--- src/rtl/mem_bus_arbiter.sv ---
// Purpose: shares one memory port between instruction fetch (IF) and load/store (LS), one outstanding txn.
// Latency: request to bus_req_o 0 cycles; bus_rvalid_i to if/ls_rvalid_o 0 cycles; 1 txn/cycle sustained.
// Backpressure: requests wait (ungranted) while a txn is outstanding or bus_gnt_i is low; no response backpressure.
//
// Ports:
//   clk, rst_n                 core clock, asynchronous active-low reset
//   if_req_i/if_addr_i         fetch request (held until if_gnt_o), fetch address
//   if_flush_i                 kill pending/arriving fetch response, blocks IF grant this cycle
//   if_gnt_o/if_rvalid_o/if_rdata_o   fetch grant, response valid, response data
//   ls_req_i/ls_we_i/ls_addr_i/ls_wstrb_i/ls_wdata_i   load/store request fields
//   ls_gnt_o/ls_rvalid_o/ls_rdata_o   LS grant, load data valid / store ack, raw load word
//   bus_req_o/bus_we_o/bus_addr_o/bus_wdata_o/bus_be_o   memory request side
//   bus_gnt_i/bus_rvalid_i/bus_rdata_i   memory accept, response valid, response data
//   arb_busy_o                 a transaction is outstanding

`ifndef XLEN
`define XLEN 32
`endif

module mem_bus_arbiter #(
  parameter int STARVE_LIMIT = 4
) (
  input  logic               clk,
  input  logic               rst_n,

  input  logic               if_req_i,
  input  logic [`XLEN-1:0]   if_addr_i,
  input  logic               if_flush_i,
  output logic               if_gnt_o,
  output logic               if_rvalid_o,
  output logic [`XLEN-1:0]   if_rdata_o,

  input  logic               ls_req_i,
  input  logic               ls_we_i,
  input  logic [`XLEN-1:0]   ls_addr_i,
  input  logic [3:0]         ls_wstrb_i,
  input  logic [`XLEN-1:0]   ls_wdata_i,
  output logic               ls_gnt_o,
  output logic               ls_rvalid_o,
  output logic [`XLEN-1:0]   ls_rdata_o,

  output logic               bus_req_o,
  output logic               bus_we_o,
  output logic [`XLEN-1:0]   bus_addr_o,
  output logic [`XLEN-1:0]   bus_wdata_o,
  output logic [3:0]         bus_be_o,
  input  logic               bus_gnt_i,
  input  logic               bus_rvalid_i,
  input  logic [`XLEN-1:0]   bus_rdata_i,

  output logic               arb_busy_o
);

  typedef enum logic [1:0] {
    IDLE    = 2'd0,
    IF_PEND = 2'd1,
    LS_PEND = 2'd2
  } state_t;

  localparam logic [3:0] LIMIT = 4'(STARVE_LIMIT);

  state_t     state_q, state_d;
  logic [3:0] starve_cnt_q, starve_cnt_d;
  logic       drop_q, drop_d;

  logic       pending;
  logic       can_issue;
  logic       if_req_eff;
  logic       sel_ls;
  logic       sel_if;
  logic       req_any;
  logic       accept;
  logic       if_gnt_raw;
  logic       ls_gnt_raw;
  logic       if_rvalid_raw;
  logic       ls_rvalid_raw;

  // ---------------------------------------------------------------------
  // Issue selection
  // ---------------------------------------------------------------------
  assign pending    = (state_q != IDLE);
  // A new request may go out in the same cycle the outstanding response
  // returns, which is what gives back-to-back throughput.
  assign can_issue  = !pending || bus_rvalid_i;
  // A flushed fetch must not be issued: its address is already stale.
  assign if_req_eff = if_req_i && !if_flush_i;

  // LS has priority unless IF has been passed over STARVE_LIMIT times in a row.
  assign sel_ls  = can_issue && ls_req_i && (!if_req_eff || (starve_cnt_q < LIMIT));
  assign sel_if  = can_issue && !sel_ls && if_req_eff;
  assign req_any = sel_ls || sel_if;
  assign accept  = req_any && bus_gnt_i;

  assign ls_gnt_raw = sel_ls && bus_gnt_i;
  assign if_gnt_raw = sel_if && bus_gnt_i;

  // ---------------------------------------------------------------------
  // Request field mux
  // ---------------------------------------------------------------------
  always_comb begin
    bus_we_o    = 1'b0;
    bus_addr_o  = '0;
    bus_wdata_o = '0;
    bus_be_o    = 4'b0000;
    if (sel_ls) begin
      bus_we_o    = ls_we_i;
      bus_addr_o  = ls_addr_i;
      bus_wdata_o = ls_wdata_i;
      // Loads always fetch the whole word; MEM stage extracts the bytes.
      bus_be_o    = ls_we_i ? ls_wstrb_i : 4'b1111;
    end else if (sel_if) begin
      bus_addr_o  = if_addr_i;
      bus_be_o    = 4'b1111;
    end
  end

  // ---------------------------------------------------------------------
  // Response routing
  // ---------------------------------------------------------------------
  // A stray bus_rvalid_i in IDLE matches neither term and is ignored.
  assign ls_rvalid_raw = (state_q == LS_PEND) && bus_rvalid_i;
  // A flush in the response cycle kills the response directly; an earlier
  // flush is remembered in drop_q.
  assign if_rvalid_raw = (state_q == IF_PEND) && bus_rvalid_i && !drop_q && !if_flush_i;

  assign if_rdata_o = bus_rdata_i;
  assign ls_rdata_o = bus_rdata_i;

  // Handshake outputs are forced low while reset is held so that neither
  // master nor slave sees a transfer during reset.
  assign bus_req_o   = rst_n && req_any;
  assign if_gnt_o    = rst_n && if_gnt_raw;
  assign ls_gnt_o    = rst_n && ls_gnt_raw;
  assign if_rvalid_o = rst_n && if_rvalid_raw;
  assign ls_rvalid_o = rst_n && ls_rvalid_raw;
  assign arb_busy_o  = rst_n && pending;

  // ---------------------------------------------------------------------
  // Next-state logic
  // ---------------------------------------------------------------------
  always_comb begin
    state_d = state_q;
    if (accept) begin
      state_d = sel_ls ? LS_PEND : IF_PEND;
    end else if (pending && bus_rvalid_i) begin
      state_d = IDLE;
    end
  end

  // drop_q marks the outstanding fetch as flushed; it only lives for the
  // duration of one IF_PEND transaction.
  always_comb begin
    drop_d = drop_q;
    if (state_q == IF_PEND) begin
      if (bus_rvalid_i) begin
        drop_d = 1'b0;
      end else if (if_flush_i) begin
        drop_d = 1'b1;
      end
    end else begin
      drop_d = 1'b0;
    end
  end

  // Counts LS grants that happened while IF was waiting.
  always_comb begin
    starve_cnt_d = starve_cnt_q;
    if (if_gnt_raw || !if_req_i) begin
      starve_cnt_d = 4'd0;
    end else if (ls_gnt_raw && (starve_cnt_q < LIMIT)) begin
      starve_cnt_d = starve_cnt_q + 4'd1;
    end
  end

  // ---------------------------------------------------------------------
  // State registers
  // ---------------------------------------------------------------------
  always_ff @(posedge clk or negedge rst_n) begin
    if (!rst_n) begin
      state_q      <= IDLE;
      starve_cnt_q <= 4'd0;
      drop_q       <= 1'b0;
    end else begin
      state_q      <= state_d;
      starve_cnt_q <= starve_cnt_d;
      drop_q       <= drop_d;
    end
  end

endmodule

--- config.mk ---
export PLATFORM = sky130hd
export DESIGN_NAME = mem_bus_arbiter
export DESIGN_NICKNAME = d
export VERILOG_FILES = /design/src/rtl/mem_bus_arbiter.sv
export SDC_FILE = /design/constraint.sdc
export NUM_CORES = 1
export LEC_CHECK = 0
export CAP_MARGIN = 20
export CORE_AREA = 2 2 109 111
export DETAILED_ROUTE_END_ITERATION = 8
export DIE_AREA = 0 0 111 113
export GPL_TIMING_DRIVEN = 0
export PLACE_DENSITY = 0.64
export RECOVER_POWER = 25
export SLEW_MARGIN = 20
export SYNTH_ARGS = -nofsm -noshare
export SYNTH_HDL_FRONTEND = slang
export SYNTH_SLANG_ARGS = --single-unit
--- constraint.sdc ---
create_clock -name clk -period 2.1 [get_ports clk]
set_clock_uncertainty 0.05 [all_clocks]
set_input_delay 0.21 -clock clk [delete_from_list [all_inputs] [get_ports clk]]
set_output_delay 0.21 -clock clk [all_outputs]
set_load 0.02 [all_outputs]
==> impl_metrics.tcl, run 1 <==
set metrics [dict create \
    yosysSeqAreaShare 0.1050 \
    avgSynthCellArea_um2 8.597 \
    numCtsBuffers 3 \
    vias_per_cell 3.926 \
    hold_viol 0 \
    drv_slew 0 \
    core-area_um2 11270 \
    clkTransAtPathRegs_ps 40 \
    critPathLaunchType "register" \
    yosys-top-cells-count "64 x buf_4, 23 x a22o_2, 19 x and2_4, 14 x and2_1, 11 x a22o_1" \
    ys_seq_elements 7 \
    synth_top_area_frac 0.2881 \
    crit_path_start "state_q[0]$_DFFE_PN0P_" \
    arrival_ps 1760 \
    globalplace.congestion 0.7933 \
    relSlewSlack 0.6434 \
    yosys-top-cells-area "buf_4 29%, a22o_2 14%, dfrtp_1 11%" \
    area_growth_pct 157.0 \
    worstHoldPathType "input pin to register" \
    fp-row-count 39 \
    grt_max_degree 11 \
    yosysTopAreaCell "buf_4" \
    initial_core_util 0.1480 \
    grt_pass1_vias 2474 \
    rsz0062_at_grt "false" \
    cts-root-buf "clkbuf_16" \
    portBuffers 246 \
    worst_pin_slew_ps 531.3 \
    r2r-end "starve_cnt_q[2]$_DFFE_PN0P_" \
    grt_pass1_wl_mm 12.60 \
    die-area_um2 12540 \
    drive_above_1_share 0.4358 \
    setup-violations-final 0 \
    min_delay_path_depth 2 \
    min-delay-start "bus_rvalid_i" \
    post-route-period-util 0.9628 \
    io_pins 279 \
    period_needed_ps 2022 \
    syn_area_um2 1668 \
    totalWireLength_mm 8.479 \
    p_total_mw 1.509 \
    endpoint "ls_rvalid_o" \
    powerDensity_nw_per_um2 352.0 \
    antenna_found_initial 0 \
    status "complete, no violations" \
    htreeDepth 1 \
    clk_latency_ps 230 \
    crit_path_max_fanout 4 \
    ant_nets 0 \
    die_width_um 111 \
    drtIter0Drc 32 \
    peakVddDrop_v 0.0001834 \
    grt_usage 0.1236 \
    synth-async-reset-ratio 1.000 \
    endpoint_kind "output pin" \
    cellLeakagePower_nw 1.972 \
    cts.sinks 7 \
    clk_path_buf_depth 2 \
    drv_cap 0 \
    fin_nets 594 \
    via_count 2336 \
    grt_overflow 0 \
    wire_per_inst_um 14.25 \
    synth_edf_count 0 \
    first_pass_iters 4 \
    r2r_slack_ps 640 \
    route.detailed.drc 0 \
    ys_types 33 \
    rr_startpoint "state_q[0]$_DFFE_PN0P_" \
    required_ps 1840 \
    criticalPathCategory "register to output pin" \
    die_height_um 113 \
    yosysWarnings 0 \
    rr_worst_depth 3 \
    syn_inst 194 \
    yosysMostFrequentCell "buf_4" \
    antenna_cells 0 \
    max_freq_ghz 0.4946 \
    synthFlopType "dfrtp_1" \
    cts_tree "yes" \
    hold_slack_ps 343.5 \
    synthesis.nets 335 \
    fin_ws_ps 78.09 \
    hpwl_mm 7.534 \
    preCtsSetupSlack_ps -613.2 \
]
-- kinds of logic after synthesis --
logic type               after synthesis  share of synthesized area
AO/OA/AOI/OAI                         48                     0.2633
flip-flops                             7                     0.1050
adder cells (fa/ha/maj)                1                   0.007501
buffers and inverters                 82                     0.3698
AND/OR/NAND/NOR                       56                     0.2543
-- how the worst min path moves through the flow --
stage | end | slack, ps
global route | drop_q$_DFFE_PN0P_ | 370
CTS | drop_q$_DFFE_PN0P_ | 320
detailed placement | drop_q$_DFFE_PN0P_ | 480
global placement | drop_q$_DFFE_PN0P_ | 470
floorplan | drop_q$_DFFE_PN0P_ | -140
finish | drop_q$_DFFE_PN0P_ | 340
-- what timing repair did --
item / 4_1_cts / 5_1_grt
hold buffers: 1 / 0
setup buffers: 4 / 3
gates cloned: 0 / 0
hold endpoints to repair: 7 / 0
gates resized for setup: 203 / 48
endpoints found under the setup margin: 75 / 62
pin swaps: 1 / 3
-- registers in the layout (all words and copies together) (netlist names) --
register,cells
drop_q,1
state_q,2
starve_cnt_q,4
-- per-layer routing --
metal / track usage / part of all wire / up-vias
met4: 0.01917 / 0.010 / 0
met5: 0 / 0 / -
li1: - / - / 1124
met1: 0.1148 / 0.33 / 1040
met3: 0.04392 / 0.10 / 8
met2: 0.2597 / 0.55 / 164
-- layout by cell type (no fill, tap or decap), types with 7 or more instances in the layout --
cell type        count
inv_1                8
a22o_2              23
buf_6                8
dlygate4sd2_1       11
buf_2               37
buf_4               70
and2_4              19
clkdlybuf4s50_1    141
and2_1              14
dlygate4sd3_1       29
clkdlybuf4s15_2     19
a22o_1              11
nor2_1               7
-- power breakdown --
group / internal, mW / switching [mW] / total, mW
logic: 0.585 / 0.448 / 1.03
clock network: 0.250 / 0.0769 / 0.327
registers: 0.142 / 0.00772 / 0.149
total: 0.976 / 0.533 / 1.51
-- per-stage QoR --
| step | instances | utilization | cell area (um^2) | setup TNS (ps) |
|---|---|---|---|---|
| after floorplan | 194 | - | 1668 | 0 |
| after global placement | 583 | 0.3823 | 4309 | -35770 |
| after detailed placement | 583 | 0.3823 | 4309 | -36060 |
| after CTS | 592 | 0.3950 | 4453 | 0 |
| after global routing | 595 | 0.3803 | 4287 | 0 |
| final | 595 | 0.3803 | 4287 | 0 |
-- layout make-up --
| type | instances | area, um^2 |
|---|---|---|
| Timing Repair Buffer | 254 | 2342 |
| Clock buffer | 3 | 75.07 |
| Sequential cell | 7 | 177.7 |
| Clock inverter | 1 | 5.005 |
| Inverter | 8 | 30.03 |
| Tap cell | 143 | 178.9 |
| Buffer | 74 | 590.6 |
| Fill cell | 1175 | 6985 |
| Multi-Input combinational cell | 105 | 887.1 |
-- critical path: stages (launching register included) --
cell and delay, ps:
dfrtp_2 430, buf_4 150, nor3b_1 280, clkdlybuf4s50_1 660
Power figures use the tool's default switching activity.
==> run 2: changes to the inputs <==
--- a/config.mk
+++ b/config.mk
@@ -12,6 +12,7 @@
 export GPL_TIMING_DRIVEN = 0
 export PLACE_DENSITY = 0.64
 export RECOVER_POWER = 25
+export SKIP_LAST_GASP = 1
 export SLEW_MARGIN = 20
 export SYNTH_ARGS = -nofsm -noshare
 export SYNTH_HDL_FRONTEND = slang
==> impl_metrics.tcl, run 2 (same netlist as run 1, synthesis figures left out) <==
set metrics [dict create \
    power.internal_mw 0.9838 \
    totalWireLength_mm 8.600 \
    fin_nets 598 \
    path_cells "nor2_1 -> o211a_4 -> buf_4 -> buf_6 -> a22o_2 -> clkdlybuf4s15_2" \
    required_ps 1840 \
    finalNonFillerCells 599 \
    dp_cells 583 \
    cts_tree "yes" \
    arrival_ps 1800 \
    biggestRegsByFlops "starve_cnt_q: 4 flops, state_q: 2 flops, drop_q: 1 flops" \
    hold_slack_ps 345.8 \
    pwr-share-clk 0.215 \
    cellLeakagePower_nw 1.988 \
    cts.sinks 7 \
    clkTransAtPathRegs_ps 40 \
    hpwl_mm 7.534 \
    die_height_um 113 \
    fin_ws_ps 38.89 \
    swShare 0.3539 \
    period_needed_ps 2061 \
    cts-root-buf "clkbuf_16" \
    via_count 2350 \
    wire_per_inst_um 14.36 \
    critPathLaunchType "register" \
    setup-violations-final 0 \
    grt_usage 0.1236 \
    setup-tns-final_ps 0 \
    die_width_um 111 \
    met1_usage 0.1148 \
    antenna_cells 0 \
    hold_viol 0 \
    use_met2 0.2597 \
    grt_pass1_vias 2474 \
    area_growth_pct 152.5 \
    endpoint_kind "output pin" \
    largest-register "starve_cnt_q" \
    clk_latency_ps 230 \
    grt_overflow 0 \
    final_common_cell "clkdlybuf4s50_1" \
    final_util 0.3736 \
    cp_top_family "buffers and inverters" \
    criticalPathCategory "register to output pin" \
    clk_path_buf_depth 2 \
    critical_path_buf_inv_count 3 \
    worst_pin_slew_ps 503.1 \
    post-route-period-util 0.9815 \
    drv_slew 0 \
    grt_pass1_wl_mm 12.60 \
    slowest_stage "dfrtp_1" \
    grt_max_degree 11 \
    status "complete, no violations" \
    antenna_found_initial 0 \
    p_total_mw 1.523 \
    relSlewSlack 0.6609 \
    p_switching_mw 0.5388 \
    initial_core_util 0.1480 \
    layout_common_cells "170 x clkdlybuf4s50_1, 74 x buf_4, 50 x buf_2, 23 x a22o_2, 19 x and2_4" \
    drive_above_1_share 0.4561 \
    drtIter0Drc 31 \
    nFillCells 1191 \
    htreeDepth 1 \
    drv_cap 0 \
    crit_path_max_fanout 10 \
    rsz0062_at_grt "true" \
    fp-row-count 39 \
    core-area_um2 11270 \
    worstHoldPathType "input pin to register" \
    max_freq_ghz 0.4852 \
    globalplace.congestion 0.7933 \
    numCtsBuffers 3 \
    vias_per_cell 3.923 \
    rr_worst_depth 4 \
    powerDensity_nw_per_um2 361.5 \
    die-area_um2 12540 \
    grt.busiest_layer "met2" \
    preCtsSetupSlack_ps -613.2 \
    worst_path_largest_cell_delay_ps 430 \
    largest_reg_flops 4 \
    design_area_um2 4212 \
    ant_nets 0 \
    portBuffers 246 \
    dpl_cell_area_um2 4309 \
    min_delay_path_depth 2 \
    io_pins 279 \
    path_depth 6 \
    p_comb_frac 0.687 \
    peakVddDrop_v 0.0001836 \
    gr-usage-met3 0.04392 \
    first_pass_iters 4 \
    seq_power_share 0.099 \
    route.detailed.drc 0 \
]
## run 2: area by class of cell
type                            instances  area (um^2)  share of cell area
Multi-Input combinational cell        105        890.9              0.2115
Clock buffer                            3        75.07             0.01783
Sequential cell                         7        177.7             0.04219
Timing Repair Buffer                  258         2263              0.5374
Tap cell                              143        178.9             0.04248
Clock inverter                          1        5.005            0.001188
Inverter                                8        30.03            0.007130
Buffer                                 74        590.6              0.1402
## run 2: power by group through the flow
| stage | sequential (mW) | combinational (mW) | clock, mW |
|---|---|---|---|
| 5_1_grt | 0.150 | 1.11 | 0.348 |
| 3_3_place_gp | 0.149 | 1.11 | 0 |
| 4_1_cts | 0.150 | 1.08 | 0.337 |
| 3_5_place_dp | 0.149 | 1.12 | 0 |
| 2_1_floorplan | 0.148 | 0.532 | 0 |
| 6_report | 0.150 | 1.05 | 0.327 |
## run 2: worst paths after layout
kind / endpoint / start / slack, ps
max: bus_addr_o[29] / starve_cnt_q[3]$_DFFE_PN0P_ / 40
min: drop_q$_DFFE_PN0P_ / bus_rvalid_i / 350
max reg2reg: starve_cnt_q[2]$_DFFE_PN0P_ / state_q[1]$_DFFE_PN0P_ / 490
min reg2reg: starve_cnt_q[1]$_DFFE_PN0P_ / starve_cnt_q[1]$_DFFE_PN0P_ / 500
max in group asynchronous: state_q[0]$_DFFE_PN0P_ / rst_n / 1180
min in group asynchronous: drop_q$_DFFE_PN0P_ / rst_n / 560
## run 2: worst reg2reg max path, cell delays in order (launching register included)
cell and delay (ps):
dfrtp_2 440, o21ba_4 260, buf_4 140, o41ai_2 480, nor2_1 100
## run 2: layer usage
| layer | share of wire | vias up | wire [um] |
|---|---|---|---|
| met5 | 0 | - | 0 |
| met4 | 0.010 | 0 | 87 |
| met3 | 0.098 | 8 | 844 |
| met2 | 0.55 | 162 | 4767 |
| met1 | 0.34 | 1050 | 2900 |
| li1 | - | 1130 | - |
## run 2: what timing repair did
| action | CTS | global route |
|---|---|---|
| endpoints found under the hold margin | 7 | 0 |
| pin swaps | 1 | 1 |
| buffers inserted | 4 | 7 |
| gates resized for setup | 202 | 69 |
| endpoints found under the setup margin | 75 | 63 |
| hold buffers | 1 | 0 |
